`src/rtl/iterative_divider_if.sv`:
```
// Request/result bus between the execute-stage issue logic and the iterative divider.
// The master issues operations and may cancel them; the slave is the divider.
interface iterative_divider_if #(
  parameter int WIDTH            = 32,
  parameter int ALUCONTROL_WIDTH = 6
);
  logic                        start;
  logic [ALUCONTROL_WIDTH-1:0] alu_control;
  logic [WIDTH-1:0]            dividend;
  logic [WIDTH-1:0]            divisor;
  logic                        cancel;
  logic                        busy;
  logic                        done;
  logic [WIDTH-1:0]            quotient;
  logic [WIDTH-1:0]            remainder;
  logic                        div_by_zero;

  modport master (
    output start, alu_control, dividend, divisor, cancel,
    input  busy, done, quotient, remainder, div_by_zero
  );

  modport slave (
    input  start, alu_control, dividend, divisor, cancel,
    output busy, done, quotient, remainder, div_by_zero
  );
endinterface

```
`src/rtl/iterative_divider.sv`:
```
// Radix-2 restoring divider for UDIV/SDIV: one quotient bit per cycle, sign fix-up at the end.
// Results stay held until the next completed operation; cancel aborts without touching them.
module iterative_divider #(
  parameter int WIDTH            = 32,
  parameter int ALUCONTROL_WIDTH = 6
) (
  input  logic                 clk,
  input  logic                 reset,
  iterative_divider_if.slave   bus
);

  localparam logic [ALUCONTROL_WIDTH-1:0] OP_UDIV = ALUCONTROL_WIDTH'(6'b101110);
  localparam logic [ALUCONTROL_WIDTH-1:0] OP_SDIV = ALUCONTROL_WIDTH'(6'b101111);
  localparam int                          CNT_W   = (WIDTH > 1) ? $clog2(WIDTH) : 1;
  localparam logic [CNT_W-1:0]            CNT_LAST = CNT_W'(WIDTH - 1);

  typedef enum logic [2:0] {
    S_IDLE,
    S_PREP,
    S_ITER,
    S_FIX,
    S_DONE
  } state_e;

  state_e           state_q, state_d;

  logic             signed_q;
  logic             q_neg_q;
  logic             r_neg_q;
  logic             dbz_q;
  logic [WIDTH-1:0] opa_q;
  logic [WIDTH-1:0] opb_q;
  logic [WIDTH-1:0] dvd_q;
  logic [WIDTH-1:0] dvs_q;
  logic [WIDTH-1:0] rem_q;
  logic [WIDTH-1:0] quo_res_q;
  logic [WIDTH-1:0] rem_res_q;
  logic [CNT_W-1:0] cnt_q;

  logic             op_ok;
  logic             accept;
  logic             a_neg;
  logic             b_neg;
  logic [WIDTH-1:0] a_mag;
  logic [WIDTH-1:0] b_mag;
  logic [WIDTH:0]   shifted;
  logic [WIDTH:0]   trial;
  logic             commit;

  assign op_ok  = (bus.alu_control == OP_UDIV) || (bus.alu_control == OP_SDIV);
  assign accept = bus.start && op_ok && !bus.cancel &&
                  ((state_q == S_IDLE) || (state_q == S_DONE));

  assign a_neg = signed_q & opa_q[WIDTH-1];
  assign b_neg = signed_q & opb_q[WIDTH-1];
  assign a_mag = a_neg ? (~opa_q + 1'b1) : opa_q;
  assign b_mag = b_neg ? (~opb_q + 1'b1) : opb_q;

  // The partial remainder stays below the divisor, so WIDTH+1 bits hold the shifted value
  // and bit WIDTH of the difference is the borrow.
  assign shifted = {rem_q, dvd_q[WIDTH-1]};
  assign trial   = shifted - {1'b0, dvs_q};
  assign commit  = ~trial[WIDTH];

  always_ff @(posedge clk or negedge reset) begin
    if (!reset) begin
      state_q <= S_IDLE;
    end else begin
      // NOTE: every clocked register uses <= so all flops sample the same pre-edge values.
      state_q <= state_d;
    end
  end

  always_comb begin
    // NOTE: default first so that no path through the case leaves state_d unassigned (no latch).
    state_d = state_q;
    if (bus.cancel) begin
      state_d = S_IDLE;
    end else begin
      unique case (state_q)
        S_IDLE:  if (accept) state_d = S_PREP;
        S_PREP:  state_d = (opb_q == '0) ? S_DONE : S_ITER;
        S_ITER:  if (cnt_q == CNT_LAST) state_d = S_FIX;
        S_FIX:   state_d = S_DONE;
        S_DONE:  state_d = accept ? S_PREP : S_IDLE;
        default: state_d = S_IDLE;
      endcase
    end
  end

  always_ff @(posedge clk or negedge reset) begin
    if (!reset) begin
      signed_q  <= 1'b0;
      q_neg_q   <= 1'b0;
      r_neg_q   <= 1'b0;
      dbz_q     <= 1'b0;
      opa_q     <= '0;
      opb_q     <= '0;
      dvd_q     <= '0;
      dvs_q     <= '0;
      rem_q     <= '0;
      quo_res_q <= '0;
      rem_res_q <= '0;
      cnt_q     <= '0;
    end else begin
      if (accept) begin
        opa_q    <= bus.dividend;
        opb_q    <= bus.divisor;
        signed_q <= (bus.alu_control == OP_SDIV);
      end
      // A cancelled operation must leave the held results exactly as they were.
      if (!bus.cancel) begin
        unique case (state_q)
          S_PREP: begin
            dvd_q   <= a_mag;
            dvs_q   <= b_mag;
            rem_q   <= '0;
            cnt_q   <= '0;
            q_neg_q <= a_neg ^ b_neg;
            r_neg_q <= a_neg;
            if (opb_q == '0) begin
              quo_res_q <= '0;
              rem_res_q <= opa_q;
              dbz_q     <= 1'b1;
            end
          end
          S_ITER: begin
            rem_q <= commit ? trial[WIDTH-1:0] : shifted[WIDTH-1:0];
            dvd_q <= {dvd_q[WIDTH-2:0], commit};
            cnt_q <= cnt_q + CNT_W'(1);
          end
          S_FIX: begin
            quo_res_q <= q_neg_q ? (~dvd_q + 1'b1) : dvd_q;
            rem_res_q <= r_neg_q ? (~rem_q + 1'b1) : rem_q;
            dbz_q     <= 1'b0;
          end
          default: ;
        endcase
      end
    end
  end

  assign bus.busy        = (state_q == S_PREP) || (state_q == S_ITER) || (state_q == S_FIX);
  assign bus.done        = (state_q == S_DONE);
  assign bus.quotient    = quo_res_q;
  assign bus.remainder   = rem_res_q;
  assign bus.div_by_zero = dbz_q;

endmodule

```
`src/flat_wrapper.sv`:
```
// flat-port wrapper written by rule: the top's interface ports become plain ports
module iterative_divider_flat 
#(
  parameter int WIDTH            = 32,
  parameter int ALUCONTROL_WIDTH = 6
)
  (clk, reset, bus_start, bus_alu_control, bus_dividend, bus_divisor, bus_cancel, bus_busy, bus_done, bus_quotient, bus_remainder, bus_div_by_zero);
  iterative_divider_if #(.WIDTH(WIDTH), .ALUCONTROL_WIDTH(ALUCONTROL_WIDTH)) bus_i ();
  input  logic clk;
  input  logic reset;
  input wire logic [$bits(bus_i.start)-1:0] bus_start;
  input wire logic [$bits(bus_i.alu_control)-1:0] bus_alu_control;
  input wire logic [$bits(bus_i.dividend)-1:0] bus_dividend;
  input wire logic [$bits(bus_i.divisor)-1:0] bus_divisor;
  input wire logic [$bits(bus_i.cancel)-1:0] bus_cancel;
  output wire logic [$bits(bus_i.busy)-1:0] bus_busy;
  output wire logic [$bits(bus_i.done)-1:0] bus_done;
  output wire logic [$bits(bus_i.quotient)-1:0] bus_quotient;
  output wire logic [$bits(bus_i.remainder)-1:0] bus_remainder;
  output wire logic [$bits(bus_i.div_by_zero)-1:0] bus_div_by_zero;
  assign bus_i.start = bus_start;
  assign bus_i.alu_control = bus_alu_control;
  assign bus_i.dividend = bus_dividend;
  assign bus_i.divisor = bus_divisor;
  assign bus_i.cancel = bus_cancel;
  assign bus_busy = bus_i.busy;
  assign bus_done = bus_i.done;
  assign bus_quotient = bus_i.quotient;
  assign bus_remainder = bus_i.remainder;
  assign bus_div_by_zero = bus_i.div_by_zero;
  iterative_divider #(.WIDTH(WIDTH), .ALUCONTROL_WIDTH(ALUCONTROL_WIDTH)) u_core (.clk(clk), .reset(reset), .bus(bus_i));
endmodule
```
`config.mk`:
```
export PLATFORM = sky130hd
export DESIGN_NAME = iterative_divider_flat
export DESIGN_NICKNAME = d
export VERILOG_FILES = /design/src/rtl/iterative_divider_if.sv /design/src/rtl/iterative_divider.sv /design/src/flat_wrapper.sv
export SDC_FILE = /design/constraint.sdc
export NUM_CORES = 1
export LEC_CHECK = 0
export ABC_CLOCK_PERIOD_IN_PS = 6700
export CAP_MARGIN = 20
export CORE_MARGIN = 3
export CORE_UTILIZATION = 55
export CTS_BUF_LIST = sky130_fd_sc_hd__clkbuf_4 sky130_fd_sc_hd__clkbuf_8
export CTS_CLUSTER_DIAMETER = 120
export DETAILED_ROUTE_END_ITERATION = 16
export PLACE_DENSITY = 0.78
export SETUP_SLACK_MARGIN = 0.2
export SYNTH_ARGS = -nofsm -noshare
export SYNTH_HDL_FRONTEND = slang
export SYNTH_SLANG_ARGS = --single-unit
```
`constraint.sdc`:
```
create_clock -name clk -period 6.7 [get_ports clk]
set_clock_uncertainty 0.05 [all_clocks]
set_input_delay 2.01 -clock clk [delete_from_list [all_inputs] [get_ports clk]]
set_output_delay 2.01 -clock clk [all_outputs]
set_load 0.01 [all_outputs]
```
Word-level counts from Yosys, hierarchy flattened --
Index checks and enable logic that the tools add are counted.
Operators by class: magnitude comparators 0, add/sub/neg operators 6, equal/unequal tests 10, shift-type cells 0, reduce and logical (&&, ||, !) cells 16, div/mod/pow operators 0, muxes and demuxes 20, bitwise gates (word level) 9, multipliers 0
Operators by type and width (number):
- $pmux 32 s2 | 4
- $mux 32 | 7
- $add 32x1->32 const B | 4
- $not 32->32 | 4
- $sub 33x32->33 | 1
- $logic_not 32->1 | 1
- $pmux 3 s5 | 1
- $eq 6x6->1 const B | 2
- $mux 3 | 4
- $pmux 5 s2 | 1
- $eq 3x2->1 const B | 2
- $ne 3x2->1 const B | 2
- $reduce_and 2->1 | 3
- $add 5x1->5 const B | 1
- $eq 5x5->1 const B | 1
- $logic_or 1x1->1 | 4
- $reduce_bool 2->1 | 2
- $eq 3x1->1 const B | 1
- $eq 3x3->1 const B | 1
- $logic_and 1x1->1 | 3
- $logic_not 3->1 | 1
- $reduce_and 3->1 | 1
- $and 1x1->1 | 2
- $mux 1 | 2
- other kinds (5) | 6
Storage, ports and cells: bits in writable memories 0, bits of input ports 74, bits in latches 0, output and inout port bits 67, logic and storage cells 74, register bits 236, memory bits (read-only) 0, memories 0

Longest topological paths before layout --
Gate-level depths: netlist (run 1).
depth in word-level cells 8, mapped depth 14

Worst setup path after synthesis (run 1) --
Ideal clock, no wire load.
path kind input -> register, from in bus_alu_control[5], to reg u_core.opa_q[10], stages on the path 5, library setup time 0.125 ns, arrival 3.516 ns, buffers on the path 1, slack 3.009 ns, path through nor2b_1 nand4_1 nor3_1 clkbuf_1 mux2_2
Between the ends: word-level cells in the longest chain between the ends 5, elaborated cells between the ends (all ways) 6, classes of those cells 2 x eq/ne; 4 x reduce/logical
RTL lines:
- from (decl) | line flat_wrapper.sv:12 | input wire logic [$bits(bus_i.alu_control)-1:0] bus_alu_control;
- $eq 6x6->1 | line iterative_divider.sv:50 | assign op_ok = (bus.alu_control == OP_UDIV) || (bus.alu_control == OP_SDIV);
- $logic_or 1x1->1 * | line iterative_divider.sv:50
- $logic_and 1x1->1 * (3 in series) | line iterative_divider.sv:51 | assign accept = bus.start && op_ok && !bus.cancel &&
- to (signal assigned) | line iterative_divider.sv:107 | opa_q <= bus.dividend;
- to (decl) | line iterative_divider.sv:31 | logic [WIDTH-1:0] opa_q;
Mark *: on every way between the ends. The rest lies on a longest branch, timed or not. A chain may end at the register's enable or synchronous reset.

Worst setup path after layout (run 1) --
from in bus_cancel, to reg u_core.dvd_q[0]
Between the ends: word-level cells in the longest chain between the ends 2
RTL lines:
- from (decl) | line flat_wrapper.sv:15 | input wire logic [$bits(bus_i.cancel)-1:0] bus_cancel;
- $not 1->1 (no source line)
- $reduce_and 2->1 (no source line)
- to (signal assigned) | line iterative_divider.sv:115 | dvd_q <= a_mag;
- to (signal assigned) | line iterative_divider.sv:129 | dvd_q <= {dvd_q[WIDTH-2:0], commit};
- to (decl) | line iterative_divider.sv:33 | logic [WIDTH-1:0] dvd_q;
Every way passes these cells.

==> results.sh, run 1 <==
export IMPL_ant_nets=0
export IMPL_grt_pass1_wl_um=53400
export IMPL_final_net_count=1697
export IMPL_synth_distinct_cells=64
export IMPL_cts_hold_buf=0
export IMPL_peakVddDrop_mv=0.168
export IMPL_total_power_mw=4.04
export IMPL_drc=0
export IMPL_critical_path_cell_chain="clkdlybuf4s50_1 > nor2_1 > nand2_1 > or2_2 > nand2_1 > o21ai_0 > a21oi_1 > a21oi_1"
export IMPL_power_static_leakage_nw=7.10
export IMPL_finalSetupViolCount=0
export IMPL_antennaDiodeCount=0
export IMPL_fin_crit_ps=4290
export IMPL_path_delay_family="simple AND/OR/NAND/NOR gates"
export IMPL_tightest_slew_ps=1060
export IMPL_wl_per_cell_um=16.3
export IMPL_port_buffers=140
export IMPL_slew_violations=0
export IMPL_multi_input_area_sq_mm=0.00721
export IMPL_min_period_over_period_pct=64.0
export IMPL_synthArstFlopShare_pct=100
export IMPL_min_path_type="flip-flop to flip-flop"
export IMPL_cts_sinks=236
export IMPL_crit_required_ps=7040
export IMPL_arrival_ps=4630
export IMPL_nFillCells=1906
export IMPL_cts_resized=0
export IMPL_whs_ps=424
export IMPL_place_congestion=0.853
export IMPL_routed_wl_um=31400
export IMPL_overflow=0
export IMPL_synth_edff_count=0
export IMPL_initial_core_util_pct=57.0
export IMPL_dr_first_iter_drc_count=769
export IMPL_setup_worst_path_start_class="input port"
export IMPL_fmaxAchievable_mhz=233
export IMPL_synthCells=1466
export IMPL_cts_tree="built"
export IMPL_die_x_um=163
export IMPL_cap_violations=0
export IMPL_yosys_warnings=0
export IMPL_clk_latency_ps=540
export IMPL_hold_viol_final=0
export IMPL_num_rows=56
export IMPL_viasPerCell=5.65
export IMPL_rsz0062_at_grt="false"
export IMPL_io_pins=141
export IMPL_drive_above_1_share_pct=10.2
export IMPL_clk_path_buf_depth=3
export IMPL_cts_root_buf="clkbuf_8"
export IMPL_synth_ff_latch_count=236
export IMPL_synth_main_ff_cell="dfrtp_1"
export IMPL_fp_dieArea_sq_mm=0.0267
export IMPL_p_per_area_mw_per_mm2=251
export IMPL_antenna_found_initial=0
export IMPL_synth_area_sq_mm=0.0136
export IMPL_grt_pass1_vias=10800
export IMPL_status="completed"
export IMPL_grt_max_degree=141
export IMPL_die_y_um=163
export IMPL_path_class="input port to flip-flop"
export IMPL_cts_buffers=41
export IMPL_cp_max_fo=55
export IMPL_hpwl_um=22700
export IMPL_h_tree_depth=2
export IMPL_relSlewSlack_pct=29.6
export IMPL_drt_first_pass_iters=8
export IMPL_crit_slowest_cell="nand2_1"
export IMPL_postCtsSetupBuffers=0
export IMPL_syn_num_nets=1579
export IMPL_syn_to_final_growth_pct=18.0
export IMPL_vias=10900
export IMPL_seqCellArea_sq_mm=0.00591
export IMPL_postSynthAreaPerCell_sq_um=9.29
export IMPL_grt_usage_pct=24.2
export IMPL_cp_num_buf_inv=1
export IMPL_seq_area_frac_synth_pct=43.3
export IMPL_cts_reportedPaths_clkPinSlew_ps=60
export IMPL_tns_ps=0
export IMPL_max_stage_delay_ps=730
export IMPL_core_area_sq_mm=0.0239
export IMPL_end_kind="flip-flop"
==> state kept, by name, indices dropped and copies added, names as in the netlist, 3 cells and up <==
name                  flops
u_core.bus.quotient      32
u_core.bus.remainder     32
u_core.cnt_q              5
u_core.dvd_q             32
u_core.dvs_q             32
u_core.opa_q             32
u_core.opb_q             32
u_core.rem_q             32
u_core.state_q            3
==> worst paths after layout <==
| check | from | to | slack (ps) | depth (start not counted) |
|---|---|---|---|---|
| worst min register to register | u_core.bus.quotient[6]$_DFFE_PN0P_ | u_core.bus.quotient[6]$_DFFE_PN0P_ | 420 | 2 |
| max in group asynchronous | reset | u_core.opb_q[19]$_DFFE_PN0P_ | 4000 | 2 |
| worst min-delay path | u_core.bus.quotient[6]$_DFFE_PN0P_ | u_core.bus.quotient[6]$_DFFE_PN0P_ | 420 | 2 |
| worst max register to register | u_core.dvd_q[31]$_DFFE_PN0P_ | u_core.rem_q[29]$_DFFE_PN0P_ | 2980 | 14 |
| worst max-delay path | bus_cancel | u_core.dvd_q[0]$_DFFE_PN0P_ | 2410 | 8 |
| min in group asynchronous | reset | u_core.bus.quotient[3]$_DFFE_PN0P_ | 1500 | 1 |
==> kinds of logic (layout without fill, tap and decap cells) <==
logic type,Yosys count,in the layout,synth area share (%)
mux,91,91,7.23
compound gates,414,414,18.2
fa+ha+maj,39,39,3.64
simple gates,408,408,14.0
flops,236,236,43.3
buf+inv,129,272,3.88
xor+xnor,149,149,9.72
==> Yosys cell counts (4+ instances only) <==
cell type  number  area [sq um]
ha_1           38           475
or2_2           4          25.0
o41ai_1        11          96.3
mux2_2         59           664
nor2_1        104           390
a22oi_1        13          97.6
or4_1          10          75.1
nor4_2          5          62.6
a31oi_1        11          68.8
a221o_1        19           190
and3_1          4          25.0
xor2_1         91           797
buf_1           6          22.5
o21ai_1        31           155
nand2b_1       14          87.6
o21a_1          4          30.0
nor4_1          8          50.1
a21o_1         17           128
o21bai_1        5          37.5
clkbuf_1       60           225
inv_1          53           199
buf_6           5          56.3
dfrtp_1       236          5910
nand3_1        19          95.1
o31ai_1        28           210
o21ai_0       154           771
a21oi_1        99           495
nand2_1       175           657
nand4_1         8          50.1
nor3_1         13          65.1
nor2b_1         9          56.3
a22o_1          5          43.8
mux2i_1        32           320
or3_1          13          81.3
xnor2_1        57           499
and2_1          7          43.8
buf_2           4          20.0
==> cell usage in the layout (no fill, tap or decap), drive strengths merged, types with 12 or more instances in the layout <==
cell type,netlist,layout
inv,53,54
nor4,13,13
a21oi,99,99
a221o,19,19
nor2,104,104
xnor2,57,57
mux2i,32,32
a22oi,13,13
nand2,177,177
nor3,14,14
or3,13,13
o31ai,29,29
o21ai,186,186
a21o,17,17
nand2b,14,14
dfrtp,236,236
buf,15,12
nand3,19,19
clkbuf,61,63
xor2,92,92
mux2,59,59
or4,12,12
ha,38,38
clkdlybuf4s50,0,139
==> metal layers <==
| metal | global-route usage [%] | wire [um] |
|---|---|---|
| met1 | 32.2 | 13900 |
| met2 | 41.9 | 15100 |
| met3 | 3.60 | 1730 |
| met4 | 6.00 | 639 |
| met5 | 0 | 0 |
==> where the power goes <==
part / internal, mW / switching (mW) / total [mW]
logic: 0.490 / 0.551 / 1.04
clock network: 0.742 / 0.565 / 1.31
registers: 1.53 / 0.162 / 1.69
==> worst min-delay path, cell delays in order, from the launching register on <==
cell     delay [ps]
dfrtp_1         330
nand2_1          50
o21ai_0          60
==> cell type report <==
type                    instances  share of cell area, %
multi-input cells            1101                   44.9
flip-flops and latches        236                   36.7
repair buffers                151                   9.59
clock buffers                  63                   4.89
well taps                     319                   2.48
inverters                      53                   1.24
clock inverters                 5                  0.195
==> metrics by stage <==
step	cells	util [%]	instance area (sq um)	setup slack [ps]
floorplan	1466	-	13600	3010
global placement	1857	63.6	15200	1900
detailed placement	1858	63.7	15200	1830
CTS	1926	67.1	16000	2400
global route	1928	67.3	16100	2090
finish	1928	67.3	16100	2410
Note: power is estimated with default switching activity, not from simulation.
==> run 2, diff against run 1 <==
ABC_CLOCK_PERIOD_IN_PS = 4059   (was 6700)
clock period = 4.06 ns   (was 6.7 ns; I/O delays follow)
==> run 2 against run 1 <==
- via count grew 1.2%
- largest power group unchanged
- utilization rose by 0.72 points
- non-clock buffer count increased by 12
- global-route usage rose by 0.27 points
- sequential share of layout area is 0.39 points lower
- combinational power rose by 69%
- register-to-register slack lost 2100 ps
- setup slack got worse by 1600 ps
- largest cell class unchanged
- routed wire length rose by 3.2%
- count of clock-buffer cells in the layout increased by 3
- critical path depth down 5
- clock power rose by 78%
==> results.sh, run 2 (same netlist as run 1, synthesis figures left out) <==
export IMPL_cts_root_buf="clkbuf_8"
export IMPL_grt_max_degree=80
export IMPL_p_switching_mw=2.17
export IMPL_arrival_ps=1970
export IMPL_overflow=0
export IMPL_place_congestion=0.893
export IMPL_pwr_share_clk_pct=33.9
export IMPL_cts_resized=0
export IMPL_ant_nets=0
export IMPL_routed_wl_um=32500
export IMPL_final_net_count=1709
export IMPL_seqPwrFrac_pct=40.5
export IMPL_met1_length_um=14500
export IMPL_die_x_um=163
export IMPL_finalSetupViolCount=0
export IMPL_tns_ps=0
export IMPL_io_pins=141
export IMPL_status="completed"
export IMPL_viasPerCell=5.66
export IMPL_drc=0
export IMPL_layout_commonest_cell="dfrtp_1"
export IMPL_crit_slowest_cell="clkdlybuf4s50_1"
export IMPL_cts_buffers=41
export IMPL_initial_core_util_pct=57.0
export IMPL_grt_pass1_vias=10600
export IMPL_min_period_over_period_pct=79.7
export IMPL_path_delay_family="buffers and inverters"
export IMPL_clk_path_buf_depth=3
export IMPL_dr_first_iter_drc_count=703
export IMPL_hpwl_um=23800
export IMPL_vias=11000
export IMPL_grt_usage_pct=24.5
export IMPL_tightest_slew_ps=988
export IMPL_final_util_pct=68.0
export IMPL_wl_met3_um=1610
export IMPL_wl_per_cell_um=16.7
export IMPL_cts_reportedPaths_clkPinSlew_ps=60
export IMPL_cts_tree="built"
export IMPL_seqCellArea_sq_mm=0.00591
export IMPL_syn_to_final_growth_pct=19.2
export IMPL_peakVddDrop_mv=0.287
export IMPL_rsz0062_at_grt="false"
export IMPL_cp_num_buf_inv=1
export IMPL_path_class="flip-flop to output pin"
export IMPL_min_path_type="flip-flop to flip-flop"
export IMPL_wl_met2_um=15800
export IMPL_pwr_share_comb_pct=25.6
export IMPL_end_kind="output pin"
export IMPL_final_cell_mix="dfrtp_1, nand2_1, o21ai_0"
export IMPL_cts_hold_buf=0
export IMPL_cap_violations=0
export IMPL_drt_first_pass_iters=5
export IMPL_relSlewSlack_pct=34.1
export IMPL_multi_input_area_sq_mm=0.00722
export IMPL_p_per_area_mw_per_mm2=423
export IMPL_nFillCells=1879
export IMPL_p_int_mw=4.71
export IMPL_sw_frac_of_total_pct=31.5
export IMPL_core_area_sq_mm=0.0239
export IMPL_port_buffers=140
export IMPL_top_layer="met4"
export IMPL_fp_dieArea_sq_mm=0.0267
export IMPL_fin_crit_ps=3240
export IMPL_cp_max_fo=7
export IMPL_whs_ps=425
export IMPL_crit_required_ps=2790
export IMPL_antennaDiodeCount=0
export IMPL_postCtsSetupBuffers=0
export IMPL_max_stage_delay_ps=520
export IMPL_setup_worst_path_start_class="flip-flop"
export IMPL_power_static_leakage_nw=7.19
export IMPL_num_rows=56
export IMPL_clk_latency_ps=550
export IMPL_h_tree_depth=2
export IMPL_slew_violations=0
export IMPL_cts_sinks=236
export IMPL_critical_path_cell_chain="nor2_1 > and2_1 > clkdlybuf4s50_1"
export IMPL_antenna_found_initial=0
export IMPL_drive_above_1_share_pct=11.1
export IMPL_die_y_um=163
export IMPL_hold_viol_final=0
export IMPL_fmaxAchievable_mhz=309
export IMPL_grt_pass1_wl_um=53800
==> run 2: cell type report <==
cell class,instances,area share [%]
clock buffers,66,5.13
clock inverters,7,0.400
inverters,53,1.22
multi-input cells,1101,44.4
flip-flops and latches,236,36.3
well taps,319,2.46
repair buffers,163,10.0
==> run 2: per-stage QoR <==
step	area, sq um	setup WS, ps	std cells	power (mW)
after floorplan	13600	1160	1466	4.09
after global placement	15300	688	1872	4.53
after detailed placement	15300	595	1872	4.58
after CTS	16200	645	1945	6.92
after global routing	16200	444	1945	7.28
final	16200	823	1945	6.88
==> run 2: worst reg2reg max path: cells and delay by family, from the launching register on <==
family / cells / cell delay (ps)
AND/OR/NAND/NOR: 8 / 2240
flip-flops: 1 / 420
buffers and inverters: 1 / 290
AO/OA/AOI/OAI: 1 / 70
==> run 2: final timing paths <==
check                                                          from                                  end  slack [ps]  cells after the start
worst min register to register  u_core.bus.quotient[25]$_DFFE_PN0P_  u_core.bus.quotient[25]$_DFFE_PN0P_         430                      2
min in group asynchronous                                     reset   u_core.bus.quotient[4]$_DFFE_PN0P_         600                      1
max in group asynchronous                                     reset         u_core.opa_q[18]$_DFFE_PN0P_        2560                      2
worst min-delay path            u_core.bus.quotient[25]$_DFFE_PN0P_  u_core.bus.quotient[25]$_DFFE_PN0P_         430                      2
worst max-delay path                  u_core.state_q[1]$_DFFE_PN0P_                             bus_done         820                      3
worst max register to register          u_core.opb_q[4]$_DFFE_PN0P_  u_core.bus.quotient[14]$_DFFE_PN0P_         850                     10
==> run 2: power groups by stage <==
stage	registers [mW]	logic [mW]	clock network (mW)
3_5_place_dp	2.82	1.76	0
5_1_grt	2.81	1.97	2.50
4_1_cts	2.78	1.77	2.37
6_report	2.78	1.76	2.33
3_3_place_gp	2.81	1.72	0
2_1_floorplan	2.73	1.36	0
==> run 2: layer usage <==
metal | global-route usage [%] | up-vias
met5 | 0 | -
met4 | 6.04 | 0
met3 | 3.80 | 44
met2 | 42.7 | 271
met1 | 32.1 | 5245
li1 | - | 5457
==> run 3, diff against run 2 <==
ABC_CLOCK_PERIOD_IN_PS = 3200   (was 4059)
clock period = 3.2 ns   (was 4.06 ns; I/O delays follow)
==> run 3 against run 2 <==
- flip-flop and latch count did not move
- die area did not move
- global-route usage rose by 1.2 points
- sequential share of layout area fell by 1.8 points
- final area rose by 5.1%
- combinational power rose by 66%
- critical path depth rose by 12
- first-iteration DRC count rose by 14%
- routed wire length rose by 6.6%
- setup slack got worse by 690 ps
- register-to-register slack got worse by 720 ps
- clock power rose by 26%
- critical endpoint is now u_core.rem_q[30]$_DFFE_PN0P_
- largest cell class unchanged
- highest routed layer unchanged
==> results.sh, run 3 (same netlist as run 1, synthesis figures left out) <==
export IMPL_syn_to_final_growth_pct=25.3
export IMPL_viasPerCell=5.75
export IMPL_core_area_sq_mm=0.0239
export IMPL_grt_pass1_vias=11400
export IMPL_io_pins=141
export IMPL_vias=11500
export IMPL_path_class="flip-flop to flip-flop"
export IMPL_antennaDiodeCount=0
export IMPL_die_y_um=163
export IMPL_setup_worst_path_start_class="flip-flop"
export IMPL_relSlewSlack_pct=33.7
export IMPL_p_per_area_mw_per_mm2=550
export IMPL_cp_max_fo=5
export IMPL_antenna_found_initial=0
export IMPL_drive_above_1_share_pct=16.6
export IMPL_h_tree_depth=2
export IMPL_drt_first_pass_iters=5
export IMPL_rr_worst_depth=15
export IMPL_seqCellArea_sq_mm=0.00591
export IMPL_min_period_over_period_pct=95.9
export IMPL_multi_input_area_sq_mm=0.00746
export IMPL_final_cells=2007
export IMPL_cts_buffers=42
export IMPL_layout_commonest_cell="dfrtp_1"
export IMPL_reg2reg_from="u_core.rem_q[20]$_DFFE_PN0P_"
export IMPL_hold_viol_final=0
export IMPL_end_kind="flip-flop"
export IMPL_nFillCells=1782
export IMPL_status="completed"
export IMPL_crit_slowest_cell="dfrtp_1"
export IMPL_hpwl_um=24600
export IMPL_crit_required_ps=3600
export IMPL_fmaxAchievable_mhz=326
export IMPL_wl_per_cell_um=17.2
export IMPL_min_path_type="input port to async pin"
export IMPL_r2r_setup_slack_ps=130
export IMPL_power_static_leakage_nw=7.58
export IMPL_cts_sinks=236
export IMPL_num_rows=56
export IMPL_regToRegEndpoint="u_core.rem_q[30]$_DFFE_PN0P_"
export IMPL_rsz0062_at_grt="true"
export IMPL_fin_crit_ps=3070
export IMPL_grt_usage_pct=25.7
export IMPL_finalSetupViolCount=0
export IMPL_die_x_um=163
export IMPL_initial_core_util_pct=57.0
export IMPL_cts_reportedPaths_clkPinSlew_ps=60
export IMPL_cts_tree="built"
export IMPL_clk_latency_ps=560
export IMPL_final_cell_mix="dfrtp_1, nand2_1, o21ai_0"
export IMPL_clk_path_buf_depth=3
export IMPL_fp_dieArea_sq_mm=0.0267
export IMPL_final_net_count=1773
export IMPL_peakVddDrop_mv=0.364
export IMPL_path_delay_family="compound AO/OA/AOI/OAI gates"
export IMPL_cp_num_buf_inv=4
export IMPL_max_stage_delay_ps=410
export IMPL_tns_ps=0
export IMPL_arrival_ps=3470
export IMPL_critical_path_cell_chain="ha_1 > buf_4 > a21o_1 > a21o_1 > a21oi_2 > and3b_2 > nand3_2 > buf_4 > buf_4 > buf_4 > a31oi_2 > o21bai_1 > xnor2_1 > mux2i_1 > a22o_1"
export IMPL_dr_first_iter_drc_count=799
export IMPL_cap_violations=0
export IMPL_tightest_slew_ps=994
export IMPL_critPathMostFrequentCell="buf_4"
export IMPL_dp_cells=1909
export IMPL_overflow=0
export IMPL_routed_wl_um=34600
export IMPL_cts_root_buf="clkbuf_8"
export IMPL_ant_nets=0
export IMPL_port_buffers=140
export IMPL_slew_violations=0
export IMPL_grt_pass1_wl_um=56000
export IMPL_place_congestion=0.882
export IMPL_drc=0
export IMPL_grt_max_degree=88
## run 3: worst max path at each step
stage,start,endpoint,slack [ps],depth (start not counted)
2_1_floorplan,u_core.dvs_q[0]$_DFFE_PN0P_,u_core.rem_q[11]$_DFFE_PN0P_,340,13
3_3_place_gp,bus_cancel,u_core.dvd_q[31]$_DFFE_PN0P_,30,7
3_5_place_dp,u_core.dvs_q[0]$_DFFE_PN0P_,u_core.rem_q[5]$_DFFE_PN0P_,30,14
4_1_cts,u_core.dvs_q[0]$_DFFE_PN0P_,u_core.rem_q[6]$_DFFE_PN0P_,190,14
5_1_grt,u_core.rem_q[20]$_DFFE_PN0P_,u_core.rem_q[30]$_DFFE_PN0P_,50,15
6_report,u_core.rem_q[20]$_DFFE_PN0P_,u_core.rem_q[30]$_DFFE_PN0P_,130,15
## run 3: per-layer routing
| metal | vias up | part of all wire (%) | GRT usage (%) |
|---|---|---|---|
| met5 | - | 0 | 0 |
| met4 | 0 | 3.0 | 9.53 |
| met3 | 76 | 5.8 | 4.36 |
| met2 | 363 | 49 | 44.0 |
| met1 | 5539 | 42 | 32.8 |
| li1 | 5561 | - | - |
## run 3: through the flow
step / utilization, % / hold slack, ps / power (mW) / setup slack, ps / instance area [sq um]
4_1_cts: 70.1 / 375 / 9.08 / 190 / 16700
6_report: 71.4 / 380 / 9.39 / 132 / 17100
5_1_grt: 71.4 / 400 / 9.88 / 45.7 / 17100
3_3_place_gp: 65.5 / 412 / 5.85 / 32.8 / 15600
2_1_floorplan: - / 400 / 5.19 / 337 / 13600
3_5_place_dp: 65.5 / 419 / 5.93 / 25.3 / 15600
## run 3: cell type report
class | count | area share [%]
Clock buffer | 67 | 4.89
Clock inverter | 5 | 0.344
Inverter | 53 | 1.17
Multi-Input combinational cell | 1101 | 43.7
Sequential cell | 236 | 34.6
Tap cell | 319 | 2.34
Timing Repair Buffer | 226 | 13.0
## run 3: worst register-to-register path: stages, from the launching register on
cell and delay [ps]:
dfrtp_1 410, ha_1 300, buf_4 160, a21o_1 200, a21o_1 190, a21oi_2 150, and3b_2 220, nand3_2 100
buf_4 150, buf_4 120, buf_4 130, a31oi_2 190, o21bai_1 100, xnor2_1 220, mux2i_1 110, a22o_1 180
## run 3: timing repair
action / in CTS / in global routing
setup buffers: 14 / 9
gates cloned: 1 / 2
resized for setup: 17 / 51
hold buffers: 0 / 0
pin swaps: 6 / 17
endpoints found under the setup margin: 65 / 66
## run 3: where the power goes
part	internal, mW	switching [mW]
clock network	1.73	1.22
registers	3.20	0.333
logic	1.47	1.44
==> patch 1: new RTL, flow settings as in run 3 <==
`ALUCONTROL_WIDTH` is set to 6 in 3 places; all go to 12.
--- a/src/rtl/iterative_divider_if.sv
+++ b/src/rtl/iterative_divider_if.sv
@@ -3,5 +3,5 @@
 interface iterative_divider_if #(
   parameter int WIDTH            = 32,
-  parameter int ALUCONTROL_WIDTH = 6
+  parameter int ALUCONTROL_WIDTH = 12
 );
   logic                        start;
--- a/src/rtl/iterative_divider.sv
+++ b/src/rtl/iterative_divider.sv
@@ -3,5 +3,5 @@
 module iterative_divider #(
   parameter int WIDTH            = 32,
-  parameter int ALUCONTROL_WIDTH = 6
+  parameter int ALUCONTROL_WIDTH = 12
 ) (
   input  logic                 clk,
--- a/src/flat_wrapper.sv
+++ b/src/flat_wrapper.sv
@@ -3,5 +3,5 @@
 #(
   parameter int WIDTH            = 32,
-  parameter int ALUCONTROL_WIDTH = 6
+  parameter int ALUCONTROL_WIDTH = 12
 )
   (clk, reset, bus_start, bus_alu_control, bus_dividend, bus_divisor, bus_cancel, bus_busy, bus_done, bus_quotient, bus_remainder, bus_div_by_zero);
Interface: changed (resized bus_alu_control); port bits go from 141 to 147. No check against the original RTL was run, so the function may have changed too.
==> patch 1 against run 3 <==
The run now ends with setup timing left. Wire length is 17% higher. Count of clock-buffer cells in the layout is 3 higher. Non-clock buffer count up 30. Worst setup slack got worse by 0.46 ns. Design area up 4.9%. Synthesized area is 1.4% higher. First-iteration DRC count is 27% higher. Sequential cell count unchanged. Largest cell class unchanged.
Power is not compared: it rests on default switching activity, and its combinational part moved more than twofold at a synthesized area within 25%.
==> patch 1: results <==
{
  "wl_per_cell_microns": 19.31,
  "failed_checks": "setup timing",
  "r2r_end": "u_core.bus.remainder[31]",
  "grtUsageMet3_pct": 4.339,
  "cp_max_fo": 3,
  "report.final.setup_viol": 3,
  "n_fill_cell": 1733,
  "post-place-ws_ns": -0.1846,
  "portBuffers": 146,
  "gr-usage-all-layers_pct": 28.48,
  "place.gp.congestion": 0.9300,
  "wl_met2_mm": 19.19,
  "hpwl_mm": 27.79,
  "postCtsResizedCells": 47,
  "drtIter0Drc": 1018,
  "yosys-top-cells-area": "dfrtp_1, o21ai_0, nand2_1, mux2_2, xor2_1",
  "grt_pass1_wl_mm": 61.87,
  "nets": 1852,
  "timing.final.ws_setup_ns": -0.3268,
  "tightest_slew_ns": 1.044,
  "wl_met3_mm": 3.300,
  "reg2regPathDepth": 9,
  "run_status": "complete, but fails checks",
  "vias": 12670,
  "grtUsageMet1_pct": 37.98,
  "drive_gt1_share_pct": 19.65,
  "arrival_ns": 3.91,
  "fin_tns_setup_ns": -0.8040,
  "grt_max_degree": 82,
  "place_area_sq_um": 16130,
  "first_global_vias": 11860
}
==> patch 1: cell types whose count changed in the layout (fill, tap and decap cells not counted), sizes merged, moves of 6 or more <==
cell	run 3	this run
xor2	92	79
clkdlybuf4s50	139	145
nor2	104	89
nand2b	14	6
a22oi	13	3
nand2	177	201
or4	12	19
a221o	19	6
o22ai	1	49
mux2	59	65
buf	85	109
o21ai	186	173
xnor2	57	66
==> patch 1: cell families after synthesis <==
| logic type | after synthesis | synth area share (%) |
|---|---|---|
| buffers and inverters | 134 | 3.685 |
| multiplexers | 95 | 7.469 |
| flip-flops | 236 | 42.73 |
| AND/OR/NAND/NOR | 419 | 13.95 |
| XOR/XNOR | 145 | 9.189 |
| adder cells (fa/ha/maj) | 39 | 3.585 |
| AO/OA/AOI/OAI | 449 | 19.39 |
==> patch 1: layout make-up <==
class | count | area share (%)
inverter | 50 | 1.049
clock buffer | 70 | 5.033
multi-input combinational | 1147 | 44.35
sequential | 236 | 33.01
clock inverter | 7 | 0.3845
tap | 324 | 2.265
timing repair buffer | 256 | 13.91
==> patch 1: critical path: stages (launching register included) <==
cell and delay, ns:
dfrtp_1 0.39, or4_4 0.55, or4_4 0.43, or3_4 0.38, or4_4 0.44, or4_4 0.48
buf_4 0.17, o31ai_4 0.19, xor2_1 0.22, o21ai_1 0.09
==> patch 1: where the power goes <==
part / internal [mW] / switching, mW
combinational: 0.261 / 0.238
sequential: 3.06 / 0.0917
clock: 1.86 / 1.29
==> patch 1: stage by stage <==
step | hold WS (ns) | std cells
after floorplan | 0.3998 | 1517
after global placement | 0.4113 | 1985
after detailed placement | 0.4191 | 1985
after CTS | 0.2430 | 2073
after global routing | 0.2557 | 2090
final | 0.2469 | 2090
==> patch 2: new RTL, config.mk and constraints of run 3 <==
Without the edit above. Reset style: synchronous (`reset`), changed in 2 clocked blocks.
--- a/src/rtl/iterative_divider.sv
+++ b/src/rtl/iterative_divider.sv
@@ -63,5 +63,5 @@
   assign commit  = ~trial[WIDTH];
 
-  always_ff @(posedge clk or negedge reset) begin
+  always_ff @(posedge clk) begin
     if (!reset) begin
       state_q <= S_IDLE;
@@ -89,5 +89,5 @@
   end
 
-  always_ff @(posedge clk or negedge reset) begin
+  always_ff @(posedge clk) begin
     if (!reset) begin
       signed_q  <= 1'b0;
Formal check against the unedited RTL: differs if reset is asserted again (counterexample within 4 cycles, from zero or initial values and one cycle with reset low); with reset held inactive, the same outputs for 4 cycles.
==> patch 2 against run 3 <==
Design area increased by 6.1%. Non-clock buffer count grew 48. Worst setup slack got worse by 0.22 ns. Sequential share of layout area decreased by 8.4 points. Synthesized area is essentially flat. Wire length rose by 19%. Final cell count increased by 12%. Sequential cell count stayed put. Largest cell class unchanged. First-iteration DRC count increased by 37%. The run now ends with setup timing left.
Power is not compared: it rests on default switching activity, and its combinational part moved more than twofold at a synthesized area within 25%.
==> patch 2: results <==
{
  "yosys-top-cells-area": "dfxtp_1, nand2_1, xor2_1, a21boi_0, a21oi_1",
  "run_status": "complete, but fails checks",
  "synth_fp_nets": 1827,
  "arrival_ns": 3.66,
  "ys_warn_count": 0,
  "place.gp.congestion": 0.9568,
  "avgSynthCellArea_sq_um": 7.952,
  "drtIter0Drc": 1094,
  "hpwl_mm": 26.98,
  "wl_met2_mm": 18.70,
  "synth_fa_ha_area_share_pct": 3.635,
  "n_fill_cell": 1704,
  "wl_per_cell_microns": 18.29,
  "gr-usage-all-layers_pct": 29.16,
  "cp-endpoint": "u_core.bus.remainder[22]",
  "timing.final.ws_setup_ns": -0.08511,
  "seq_area_frac_synth_pct": 34.66,
  "timing.rr.start": "u_core.rem_q[2]",
  "synth_xor_area_share_pct": 9.510,
  "grt_max_degree": 134,
  "failed_checks": "setup timing",
  "wl_met3_mm": 3.326,
  "grt_pass1_wl_mm": 64.29,
  "placedCellCount": 2154,
  "async_flop_share_pct": 0,
  "use_met2_pct": 46.44,
  "crit_family": "simple AND/OR/NAND/NOR gates",
  "drt-vias-per-instance": 5.933,
  "dr.pass1.iters": 8,
  "ys.flop_type": "dfxtp_1",
  "portBuffers": 140,
  "synth_common_cells": "nand2_1, dfxtp_1, a21oi_1",
  "hold_slack_ns": 0.4209,
  "drive_gt1_share_pct": 19.11,
  "wl_mm": 41.25,
  "wl_met1_mm": 18.13,
  "combinationalPowerShare_pct": 5.2,
  "fin_tns_setup_ns": -0.8815,
  "reg2regPathDepth": 11,
  "relSlewSlack_pct": 48.67,
  "first_global_vias": 12660,
  "crit_slowest_cell": "or4_1",
  "synth_compound_area_share_pct": 24.44,
  "grtUsageMet1_pct": 40.09,
  "place_area_sq_um": 16050,
  "report.final.setup_viol": 32,
  "synth.mux.area_fraction_pct": 2.130,
  "hold_path_class": "reg2reg",
  "grtUsageMet3_pct": 5.250,
  "numCtsBuffers": 41
}
patch 2: cell type report:
| type | count | area [sq um] | share of cell area, % |
|---|---|---|---|
| Multi-Input combinational cell | 1312 | 9106 | 50.28 |
| Timing Repair Buffer | 274 | 2888 | 15.94 |
| Sequential cell | 236 | 4748 | 26.22 |
| Clock inverter | 3 | 30.03 | 0.1658 |
| Clock buffer | 58 | 735.7 | 4.062 |
| Tap cell | 319 | 399.1 | 2.204 |
| Inverter | 53 | 203.9 | 1.126 |
patch 2: logic make-up after synthesis:
| group | Yosys count |
|---|---|
| AOI/OAI and AO/OA | 492 |
| xor gates and xnor gates | 148 |
| adders and majority gates | 39 |
| buffers and inverters | 168 |
| DFF | 236 |
| muxes | 29 |
| and+or+nand+nor | 602 |
patch 2: timing repair:
| item | 4_1_cts | 5_1_grt |
|---|---|---|
| buffers inserted | 18 | 3 |
| cloned | 11 | 5 |
| pin swaps | 19 | 29 |
| resized for setup | 97 | 82 |
| endpoints found under the setup margin | 97 | 104 |
